$ cat src/rtl/sap_pkg.sv
// Shared definitions for the SAP-style 8-bit CPU: default widths, opcodes,
// control-word bit positions and the fetch unit's halt FSM states.
package sap_pkg;

  localparam int unsigned SAP_ADDR_W = 4;
  localparam int unsigned SAP_DATA_W = 8;
  localparam int unsigned OPCODE_W   = 4;
  localparam int unsigned CTRL_W     = 15;

  localparam logic [OPCODE_W-1:0] OP_HLT = 4'h0;
  localparam logic [OPCODE_W-1:0] OP_NOP = 4'h1;
  localparam logic [OPCODE_W-1:0] OP_ADD = 4'h2;
  localparam logic [OPCODE_W-1:0] OP_SUB = 4'h3;
  localparam logic [OPCODE_W-1:0] OP_LDA = 4'h4;
  localparam logic [OPCODE_W-1:0] OP_OUT = 4'h5;
  localparam logic [OPCODE_W-1:0] OP_STA = 4'h6;
  localparam logic [OPCODE_W-1:0] OP_JMP = 4'h7;

  // Bit positions inside the control word produced by the control block.
  localparam int unsigned SIG_PC_INC      = 14;
  localparam int unsigned SIG_PC_EN       = 13;
  localparam int unsigned SIG_PC_LOAD     = 12;
  localparam int unsigned SIG_MAR_LOAD_N  = 11;
  localparam int unsigned SIG_RAM_EN_N    = 10;
  localparam int unsigned SIG_RAM_WE_N    = 9;
  localparam int unsigned SIG_IR_LOAD_N   = 8;
  localparam int unsigned SIG_IR_EN_N     = 7;
  localparam int unsigned SIG_A_LOAD_N    = 6;
  localparam int unsigned SIG_A_EN        = 5;
  localparam int unsigned SIG_ALU_SUB     = 4;
  localparam int unsigned SIG_ALU_EN      = 3;
  localparam int unsigned SIG_B_LOAD_N    = 2;
  localparam int unsigned SIG_FLAG_LOAD_N = 1;
  localparam int unsigned SIG_OUT_LOAD_N  = 0;

  typedef enum logic [0:0] {
    ST_RUN  = 1'b0,
    ST_HALT = 1'b1
  } halt_state_e;

  function automatic logic is_halt_opcode(input logic [OPCODE_W-1:0] op);
    return op == OP_HLT;
  endfunction

endpackage

$ cat src/rtl/fetch_unit_program_counter.sv
// Program counter: load has priority over increment, increment wraps,
// freeze holds the value regardless of load/increment.
module program_counter
  import sap_pkg::*;
#(
  parameter int unsigned ADDR_W = SAP_ADDR_W
) (
  input  logic              clk,
  input  logic              rst_n,
  input  logic              i_load,
  input  logic              i_inc,
  input  logic              i_freeze,
  input  logic [ADDR_W-1:0] i_load_val,
  output logic [ADDR_W-1:0] o_pc
);

  logic [ADDR_W-1:0] r_pc;

  always_ff @(posedge clk) begin
    if (!rst_n) begin
      r_pc <= '0;
    end else if (!i_freeze) begin
      if (i_load) begin
        r_pc <= i_load_val;
      end else if (i_inc) begin
        r_pc <= r_pc + ADDR_W'(1);
      end
    end
  end

  assign o_pc = r_pc;

endmodule

$ cat src/rtl/fetch_unit.sv
// PC, MAR and instruction register of the SAP CPU: executes fetch micro-ops,
// drives the shared bus, flags drive contention and latches HALT.
module fetch_unit
  import sap_pkg::*;
#(
  parameter int unsigned       ADDR_W = SAP_ADDR_W,
  parameter int unsigned       DATA_W = SAP_DATA_W,
  parameter logic [DATA_W-1:0] IR_RST = DATA_W'(8'h10)
) (
  input  logic                clk,
  input  logic                rst_n,
  input  logic                ctrl_pc_inc,
  input  logic                ctrl_pc_en,
  input  logic                ctrl_pc_load,
  input  logic                ctrl_mar_load_n,
  input  logic                ctrl_ir_load_n,
  input  logic                ctrl_ir_en_n,
  input  logic [DATA_W-1:0]   bus_in,
  output logic [DATA_W-1:0]   bus_out,
  output logic                bus_drive,
  output logic [ADDR_W-1:0]   mar_addr,
  output logic [ADDR_W-1:0]   pc_value,
  output logic [OPCODE_W-1:0] opcode,
  output logic                halted,
  output logic                bus_conflict
);

  halt_state_e       r_state;
  halt_state_e       w_state_nxt;
  logic [ADDR_W-1:0] r_mar;
  logic [DATA_W-1:0] r_ir;
  logic              r_conflict;
  logic              w_run;
  logic              w_ir_load;
  logic [ADDR_W-1:0] w_pc;

  assign w_run     = (r_state == ST_RUN);
  assign w_ir_load = w_run && !ctrl_ir_load_n;

  program_counter #(
    .ADDR_W(ADDR_W)
  ) u_pc (
    .clk        (clk),
    .rst_n      (rst_n),
    .i_load     (ctrl_pc_load),
    .i_inc      (ctrl_pc_inc),
    .i_freeze   (!w_run),
    .i_load_val (bus_in[ADDR_W-1:0]),
    .o_pc       (w_pc)
  );

  // Halt FSM state register.
  always_ff @(posedge clk) begin
    if (!rst_n) begin
      r_state <= ST_RUN;
    end else begin
      r_state <= w_state_nxt;
    end
  end

  // HALT is entered on the edge that loads an HLT opcode into IR.
  always_comb begin
    w_state_nxt = r_state;
    case (r_state)
      ST_RUN: begin
        if (w_ir_load && is_halt_opcode(bus_in[DATA_W-1 -: OPCODE_W])) begin
          w_state_nxt = ST_HALT;
        end
      end
      ST_HALT: w_state_nxt = ST_HALT;
      default: w_state_nxt = ST_RUN;
    endcase
  end

  always_ff @(posedge clk) begin
    if (!rst_n) begin
      r_mar      <= '0;
      r_ir       <= IR_RST;
      r_conflict <= 1'b0;
    end else begin
      if (!ctrl_mar_load_n) begin
        r_mar <= bus_in[ADDR_W-1:0];
      end
      if (w_ir_load) begin
        r_ir <= bus_in;
      end
      if (ctrl_pc_en && !ctrl_ir_en_n) begin
        r_conflict <= 1'b1;
      end
    end
  end

  // Bus mux: a simultaneous request from both sources drives nothing.
  always_comb begin
    bus_out   = '0;
    bus_drive = 1'b0;
    if (ctrl_pc_en && ctrl_ir_en_n) begin
      bus_out   = DATA_W'(w_pc);
      bus_drive = 1'b1;
    end else if (!ctrl_pc_en && !ctrl_ir_en_n) begin
      bus_out   = DATA_W'(r_ir[ADDR_W-1:0]);
      bus_drive = 1'b1;
    end
  end

  assign mar_addr     = r_mar;
  assign pc_value     = w_pc;
  assign opcode       = r_ir[DATA_W-1 -: OPCODE_W];
  assign halted       = (r_state == ST_HALT);
  assign bus_conflict = r_conflict;

endmodule
$ cat config.mk
export PLATFORM = sky130hd
export DESIGN_NAME = fetch_unit
export DESIGN_NICKNAME = d
export VERILOG_FILES = /design/src/rtl/sap_pkg.sv /design/src/rtl/fetch_unit_program_counter.sv /design/src/rtl/fetch_unit.sv
export SDC_FILE = /design/constraint.sdc
export NUM_CORES = 1
export LEC_CHECK = 0
export CAP_MARGIN = 15
export CORE_UTILIZATION = 38
export DETAILED_ROUTE_END_ITERATION = 16
export PLACE_DENSITY = 0.82
export SYNTH_ARGS = -nofsm -noshare
export SYNTH_HDL_FRONTEND = slang
export SYNTH_HIERARCHICAL = 1
export SYNTH_SLANG_ARGS = --single-unit
$ cat constraint.sdc
create_clock -name clk -period 1.02 [get_ports clk]
set_input_delay 0.204 -clock clk [delete_from_list [all_inputs] [get_ports clk]]
set_output_delay 0.204 -clock clk [all_outputs]
set_load 0.05 [all_outputs]
After elaboration in Yosys (flattened, before gate mapping). Cells that the tools add are included.

Logic and storage cells: 26. Register bits: 18.

Reduce and logical (&&, ||, !) cells: 11. Bitwise logic cells: 1. Multiplexer cells: 8. Add/subtract/negate cells: 1.

Operators with widths (count): $mux 4 (4); $logic_and 1x1->1 (5); $add 4x1->4 const B (1); $logic_not 4->1 (1); $logic_not 1->1 (3); $mux 1 (3); $pmux 1 s2 (1); $reduce_and 2->1 (1); $reduce_bool 2->1 (1); $not 1->1 (1).

Depth between registers and ports, before layout. Gate-level depths: netlist of run 1.

Depth after elaboration: 5. Depth in mapped cells: 4.

Hierarchy. The synthesis of run 1 kept the hierarchy.

Modules (own cells, without submodules): fetch_unit (area each 703.2 um^2, cells each 83, times used 1); program_counter (area each 262.8 um^2, cells each 28, times used 1).

Worst setup path before layout of run 1. OpenSTA, ideal clock, no wires.

Kind: input port to output port. From: in ctrl_ir_en_n. To: out bus_out[0]. Slack: -0.772 ns. Arrival time: 1.588 ns. Stages: 4. Data required time: 0.816 ns. Path buffers: 0. Cell sequence: inv_1 > ha_1 > nand2_1 > o21ai_0.

Word-level cells in the longest chain between the ends: 4. Elaborated cells on any way between the ends: 5. Those cells by class: mux: 2; reduce/logical: 3.

RTL lines: start: declaration (RTL line fetch_unit.sv:17) `input logic ctrl_ir_en_n,`; $logic_not 1->1 (RTL line fetch_unit.sv:100) `end else if (!ctrl_pc_en && !ctrl_ir_en_n) begin`; $logic_and 1x1->1 (RTL line fetch_unit.sv:100); $mux 4 (RTL line fetch_unit.sv:100); $mux 4 (*) (RTL line fetch_unit.sv:97) `if (ctrl_pc_en && ctrl_ir_en_n) begin`; end: declaration (RTL line fetch_unit.sv:19) `output logic [DATA_W-1:0] bus_out,`.

Every way passes the cells marked *; elsewhere a longest branch is shown, timed or not.

Worst setup path in the final report of run 1.
From: reg r_ir[2]. To: out bus_out[2].

Word-level cells in the longest chain between the ends: 2.

RTL lines: start: declaration (RTL line fetch_unit.sv:31) `logic [DATA_W-1:0] r_ir;`; start signal: assignment (RTL line fetch_unit.sv:85) `r_ir <= bus_in;`; $mux 4 (RTL line fetch_unit.sv:100); $mux 4 (RTL line fetch_unit.sv:97).

No other way between the ends.

==> results of run 1 <==
[through the flow]
step	hold WS (ps)	utilization, %	total power [W]	TNS, ps
after detailed placement	512	73.4	0.00155	-8030
after CTS	411	80.8	0.00206	-1620
after global routing	207	85.1	0.00219	-2860
after floorplan	293	-	0.00121	-25.9
after global placement	488	73.4	0.00153	-7380
final	219	85.1	0.00212	-2070
[final timing paths]
| kind | cells after the start | from | end |
|---|---|---|---|
| setup / recovery | 3 | r_ir[2]$_SDFFE_PN0P_ | bus_out[2] |
| hold / removal | 3 | bus_in[6] | halted$_SDFF_PN0_ |
| setup reg to reg | 4 | halted$_SDFF_PN0_ | r_ir[2]$_SDFFE_PN0P_ |
| hold reg to reg | 2 | r_ir[7]$_SDFFE_PN0P_ | r_ir[7]$_SDFFE_PN0P_ |
[placed cells by master, fill, tap and decap left out, types with 2 or more instances in the layout]
cell type,instances
nand2_2,2
inv_1,3
conb_1,4
or3b_1,5
clkbuf_4,3
nand2_4,3
buf_6,11
dfxtp_4,5
nor2_1,8
o21ai_1,2
buf_12,20
a21oi_1,5
a21oi_2,4
o21ai_0,7
buf_4,18
mux2i_1,5
inv_2,2
dfxtp_2,13
nand2_1,6
o21ai_4,4
clkdlybuf4s50_1,9
ha_4,3
dlymetal6s2s_1,3
or3b_4,2
[critical path: cells and delay by family (launching register included)]
family | cells | cell delay (ps)
and+or+nand+nor | 1 | 60
buffers and inverters | 1 | 150
DFF | 1 | 370
AOI/OAI and AO/OA | 1 | 150
[sequential cells by signal (all words and copies together), names as in the netlist]
name and flops:
mar_addr 4, halted 1, bus_conflict 1, r_ir 8, u_pc/o_pc 4
[layer usage]
layer	track usage (%)	vias to the layer above	share of wire, %
met3	3.19	12	4.1
met1	27.9	499	42
met2	44.5	47	51
li1	-	490	-
met5	0	-	0
met4	14.5	0	3.1
[cells by family after synthesis]
group | count (synthesis) | synth area share, %
compound gates | 33 | 23.2
simple gates | 31 | 17.1
flops | 18 | 37.3
fa+ha+maj | 4 | 5.18
mux | 5 | 5.18
buf+inv | 19 | 11.7
other cells | 1 | 0.388
[report_power, final]
| part | internal, W | switching (W) |
|---|---|---|
| sequential | 0.000753 | 0.0000500 |
| combinational | 0.000429 | 0.000436 |
| clock | 0.000218 | 0.000235 |
| total | 0.00140 | 0.000721 |
[final cells by class]
cell class	instances	area, sq um
clock buffers	4	36.3
fillers	116	342
inverters	6	27.5
multi-input cells	77	661
flip-flops and latches	18	395
well taps	28	35.0
repair buffers	63	801
[repair_timing]
item,in CTS,in global routing
pin swaps,12,7
endpoints found under the setup margin,29,31
buffers inserted,10,5
gates resized for setup,38,18
gates cloned,1,0
==> results.md, run 1 <==
| Metric | Value |
|---|---|
| Antenna violations before repair | 0 |
| Highest fanout seen on the critical path | 2 |
| PwrDens | 1080 nW/um^2 |
| Nature of the critical path startpoint | flop |
| Cell with the largest stage delay on the worst path | dfxtp_2 |
| Antenna cell count | 0 |
| Number of warnings printed during yosys synthesis | 6 |
| Post-layout min period | 1220 ps |
| Inserted Clock Buffers | 3 |
| Setup Skew | 3.40 ps |
| Row count | 17 |
| Type of destination of the critical path | primary output |
| Reg-to-reg slack, setup | -130 ps |
| Root buf cell | clkbuf_4 |
| Post-synthesis instance total | 111 |
| Global-route wire length before repair | 4860 microns |
| Total of buffers placed on input and output ports | 34 |
| Number of cells in the finished layout apart from fillers | 196 |
| Share of flip-flops with an asynchronous set or reset after synthesis | 0% |
| Hold_buf cts | 0 |
| Detailed Place HPWL | 1850 microns |
| Run status | complete, but fails checks |
| Total GRT Usage | 25.0% |
| Most frequently used flop master after synthesis | dfxtp_1 |
| Maximum root-to-sink buffer count | 2 |
| Clock tree from TritonCTS | yes |
| Mean post-synth cell area | 8.70 sq um |
| Worst hold path type | input port to flop |
| Detailed-route DRC error count | 0 |
| Clock transition at the register clock pins on the worst setup and hold paths after CTS | 110 ps |
| Total number of vias | 1048 |
| Max rail drop VDD | 1140 uV |
| Number of clock sinks seen by CTS | 18 |
| Pre-Repair DR Iteration Count | 5 |
| RSZ-0062 raised after global routing | true |
| Library cell with the largest summed area after synthesis | dfxtp_1 |
| #FFs+latches synth | 18 |
| H-tree lvl count | 1 |
| Leakage power total | 0.864 nW |
| Max cap viols | 0 |
| Post-Syn Area | 966 sq um |
| Sequential area share after synthesis | 37.3% |
| Layout cells sized above 1 | 60.7% |
| Placed insts | 176 |
| Cells along the critical path | nand2_4 > o21ai_4 > buf_12 |
| Worst path arrival time | 1020 ps |
| Routed length per instance | 17.2 microns |
| Post-route design area | 1960 sq um |
| Most frequent cell after synthesis | dfxtp_1 |
| Net total in the final layout | 189 |
| EDFF count, synth | 0 |
| Mean number of vias per cell | 5.35 |
| Area enclosed by the die boundary | 2750 sq um |
| Remaining antenna violation count after routing | 0 |
| Distinct cells, synth | 31 |
| Initial drt markers | 14 |
| Worst skew pair latency | 300 ps |
| Placement Cell Area | 1690 sq um |
| Ranking of synthesized cells by area | dfxtp_1 37%, o21ai_0 7.3%, or3b_1 6.3% |
| Die Width | 52.4 microns |
| Number of failing hold endpoints at the final stage | 0 |
| Final WS setup | -204 ps |
| Crit path kind | flop to primary output |
| Via count of the first global-routing pass | 1027 |
| Post-synth top cells | 18 x dfxtp_1, 14 x o21ai_0, 11 x nand2_1 |
| Starting utilization of the core area | 42.0% |
| Remaining global-route overflow | 0 |
| Violations in the final reports | negative setup slack |
| Largest stage delay on the critical path | 370 ps |
| Post-placement worst setup slack | -580 ps |
| Aggregate routed wire length | 3370 microns |
| Core Box Area | 2300 sq um |
| Share of the cycle needed by the critical path after routing | 120% |
| Required time worst endpoint | 820 ps |
| Max Clock Freq | 817 MHz |
| Die H | 52.4 microns |
| Fraction of synthesized cell area taken by the top area cell type | 37.3% |
| Final setup viols | 20 |
| Layout Area Growth over Synthesis | 102% |
| Maximum number of pins on one net before global-route repair | 17 |
| Placer's final routability congestion estimate | 0.696 |
| Max-slew violation total from the final report | 0 |
| I/O Pins | 39 |
No activity file was read; power rests on OpenSTA's default activity.
==> run 2, diff against run 1 <==
CELL_PAD_IN_SITES_DETAIL_PLACEMENT = 1   (was unset)
CELL_PAD_IN_SITES_GLOBAL_PLACEMENT = 1   (was unset)
CORE_UTILIZATION = 27   (was 38)
PLACE_DENSITY = 0.81   (was 0.82)
==> results.md, run 2 (same netlist as run 1, synthesis figures left out) <==
| Metric | Value | vs previous |
|---|---|---|
| Pre-Repair DR Iteration Count | 4 | -1 |
| Placed insts | 197 | +12% |
| Number of clock sinks seen by CTS | 18 | unchanged |
| Cells along the critical path | nand2_4 > o21ai_4 > buf_12 |  |
| Global-route wire length before repair | 5710 microns | +17% |
| Die H | 61.8 microns | +18% |
| Hold_sp | bus_in[6] |  |
| Placer's final routability congestion estimate | 0.772 | +11% |
| Post-route design area | 2090 sq um | +7.0% |
| Detailed Place HPWL | 2170 microns | +18% |
| Violations in the final reports | negative setup slack |  |
| Root buf cell | clkbuf_4 |  |
| Final WS setup | -223 ps | -19.3 ps |
| Leading cell types in the layout, fill and taps excluded | 26 x buf_4, 19 x buf_12, 10 x dfxtp_2 |  |
| Placement Cell Area | 1720 sq um | +1.9% |
| Mean number of vias per cell | 4.94 | -7.7% |
| Highest fanout seen on the critical path | 2 | unchanged |
| Net total in the final layout | 193 | +2.1% |
| Final setup viols | 28 | +40% |
| Layout cells sized above 1 | 69.2% | +8.5 points |
| Starting utilization of the core area | 28.5% | -14 points |
| Total GRT Usage | 21.8% | -3.2 points |
| Detailed-route DRC error count | 0 | unchanged |
| H-tree lvl count | 1 | unchanged |
| Layout Area Growth over Synthesis | 117% |  |
| Total power | 0.00221 W | +4.4% |
| Total number of vias | 1076 | +2.7% |
| Nature of the critical path startpoint | flop |  |
| Aggregate routed wire length | 4120 microns | +22% |
| Row count | 21 | +4 |
| Remaining global-route overflow | 0 | unchanged |
| I/O Pins | 39 | unchanged |
| Routed length per instance | 18.9 microns | +9.9% |
| Number of failing hold endpoints at the final stage | 0 | unchanged |
| Antenna violations before repair | 0 | unchanged |
| Run status | complete, but fails checks |  |
| Clock transition at the register clock pins on the worst setup and hold paths after CTS | 130 ps | +20 ps |
| Worst hold path type | input port to flop |  |
| Area of combinational cells with multiple inputs | 734 sq um | +11% |
| Maximum root-to-sink buffer count | 2 | unchanged |
| Area enclosed by the die boundary | 3820 sq um | +39% |
| Fill cell total of the finished layout | 349 | +200% |
| Number of cells in the finished layout apart from fillers | 218 | +11% |
| Cell with the largest stage delay on the worst path | dfxtp_2 |  |
| Max rail drop VDD | 495 uV | -57% |
| Hold_buf cts | 0 | unchanged |
| Setup TNS | -2720 ps | -654 ps |
| Initial drt markers | 25 | +11 |
| Inserted Clock Buffers | 3 | unchanged |
| Via count of the first global-routing pass | 1153 | +12% |
| Total of buffers placed on input and output ports | 34 | unchanged |
| Start of the worst register-to-register path | halted$_SDFF_PN0_ |  |
| Core Box Area | 3390 sq um | +48% |
| Antenna cell count | 0 | unchanged |
| Die Width | 61.8 microns | +18% |
| Crit path kind | flop to primary output |  |
| Max-slew violation total from the final report | 0 | unchanged |
| Clock tree from TritonCTS | yes |  |
| Register containing the most flip-flops in the final layout | r_ir |  |
| Leakage power total | 0.911 nW | +5.4% |
| Core occupancy in the finished layout | 61.7% | -23 points |
| Register area | 403 sq um | +1.9% |
| Required time worst endpoint | 820 ps | about the same |
| Worst path arrival time | 1040 ps | +20 ps |
| PwrDens | 1060 nW/um^2 | -2.4% |
| Post-layout min period | 1240 ps | +19.3 ps |
| Type of destination of the critical path | primary output |  |
| RSZ-0062 raised after global routing | true |  |
| Remaining antenna violation count after routing | 0 | unchanged |
| Setup Skew | 20.1 ps | +16.7 ps |
| Worst skew pair latency | 320 ps | +20 ps |
| Leading cell type in the layout, fill and taps excluded | buf_4 |  |
| Maximum number of pins on one net before global-route repair | 13 | -4 |
| Largest register FFs | 8 | unchanged |
| Largest stage delay on the critical path | 380 ps | about the same |
| Worst setup path startpoint | r_ir[3]$_SDFFE_PN0P_ |  |
| Max Clock Freq | 804 MHz | -1.6% |
| Share of the cycle needed by the critical path after routing | 122% | +1.9 points |
| Max cap viols | 0 | unchanged |
run 2: cell types whose count changed in the layout (fill, tap and decap cells not counted), moves of 3 or more:
cell	previous run	this run
or3b_4	2	6
dfxtp_4	5	8
o21ai_0	7	4
a21oi_1	5	2
dfxtp_2	13	10
or3b_1	5	1
buf_4	18	26
buf_6	11	5
run 2: where the power goes:
group          internal (W)  switching (W)
Sequential         0.000749      0.0000586
Clock              0.000218       0.000259
Combinational      0.000463       0.000465
run 2: through the flow:
stage | hold WS [ps] | worst slack (ps)
finish | 216 | -223
global route | 224 | -248
CTS | 408 | -210
detailed placement | 521 | -657
global placement | 490 | -598
floorplan | 293 | -18.1
run 2: cell type report:
cell class / count / area share (%)
timing repair buffer: 67 / 39.8
multi-input combinational: 77 / 35.1
sequential: 18 / 19.3
tap: 46 / 2.75
clock buffer: 4 / 1.73
inverter: 6 / 1.32
run 2: metal layers:
| metal | vias to the layer above | global-route usage [%] | wire length, microns |
|---|---|---|---|
| met5 | - | 0 | 0 |
| met4 | 0 | 11.7 | 137 |
| met3 | 11 | 3.11 | 168 |
| met2 | 44 | 40.2 | 2230 |
| met1 | 525 | 23.9 | 1590 |
| li1 | 496 | - | - |
run 2: worst paths after layout:
kind,endpoint,cells after the start,slack (ps)
hold reg to reg,bus_conflict$_SDFFE_PN0P_,2,520
hold / removal,halted$_SDFF_PN0_,3,220
setup reg to reg,u_pc/o_pc[0]$_SDFFE_PN0P_,4,-170
setup / recovery,bus_out[3],3,-220
run 2: repair_timing:
action / 4_1_cts / 5_1_grt
gates cloned: 2 / 0
setup endpoints to repair: 30 / 33
resized for setup: 47 / 30
buffers inserted: 10 / 5
pin swaps: 11 / 7
run 2: worst max-delay path: cells and delay by family, from the launching register on:
kind | cells | cell delay (ps)
buf+inv | 1 | 150
compound gates | 1 | 140
simple gates | 1 | 50
flops | 1 | 380
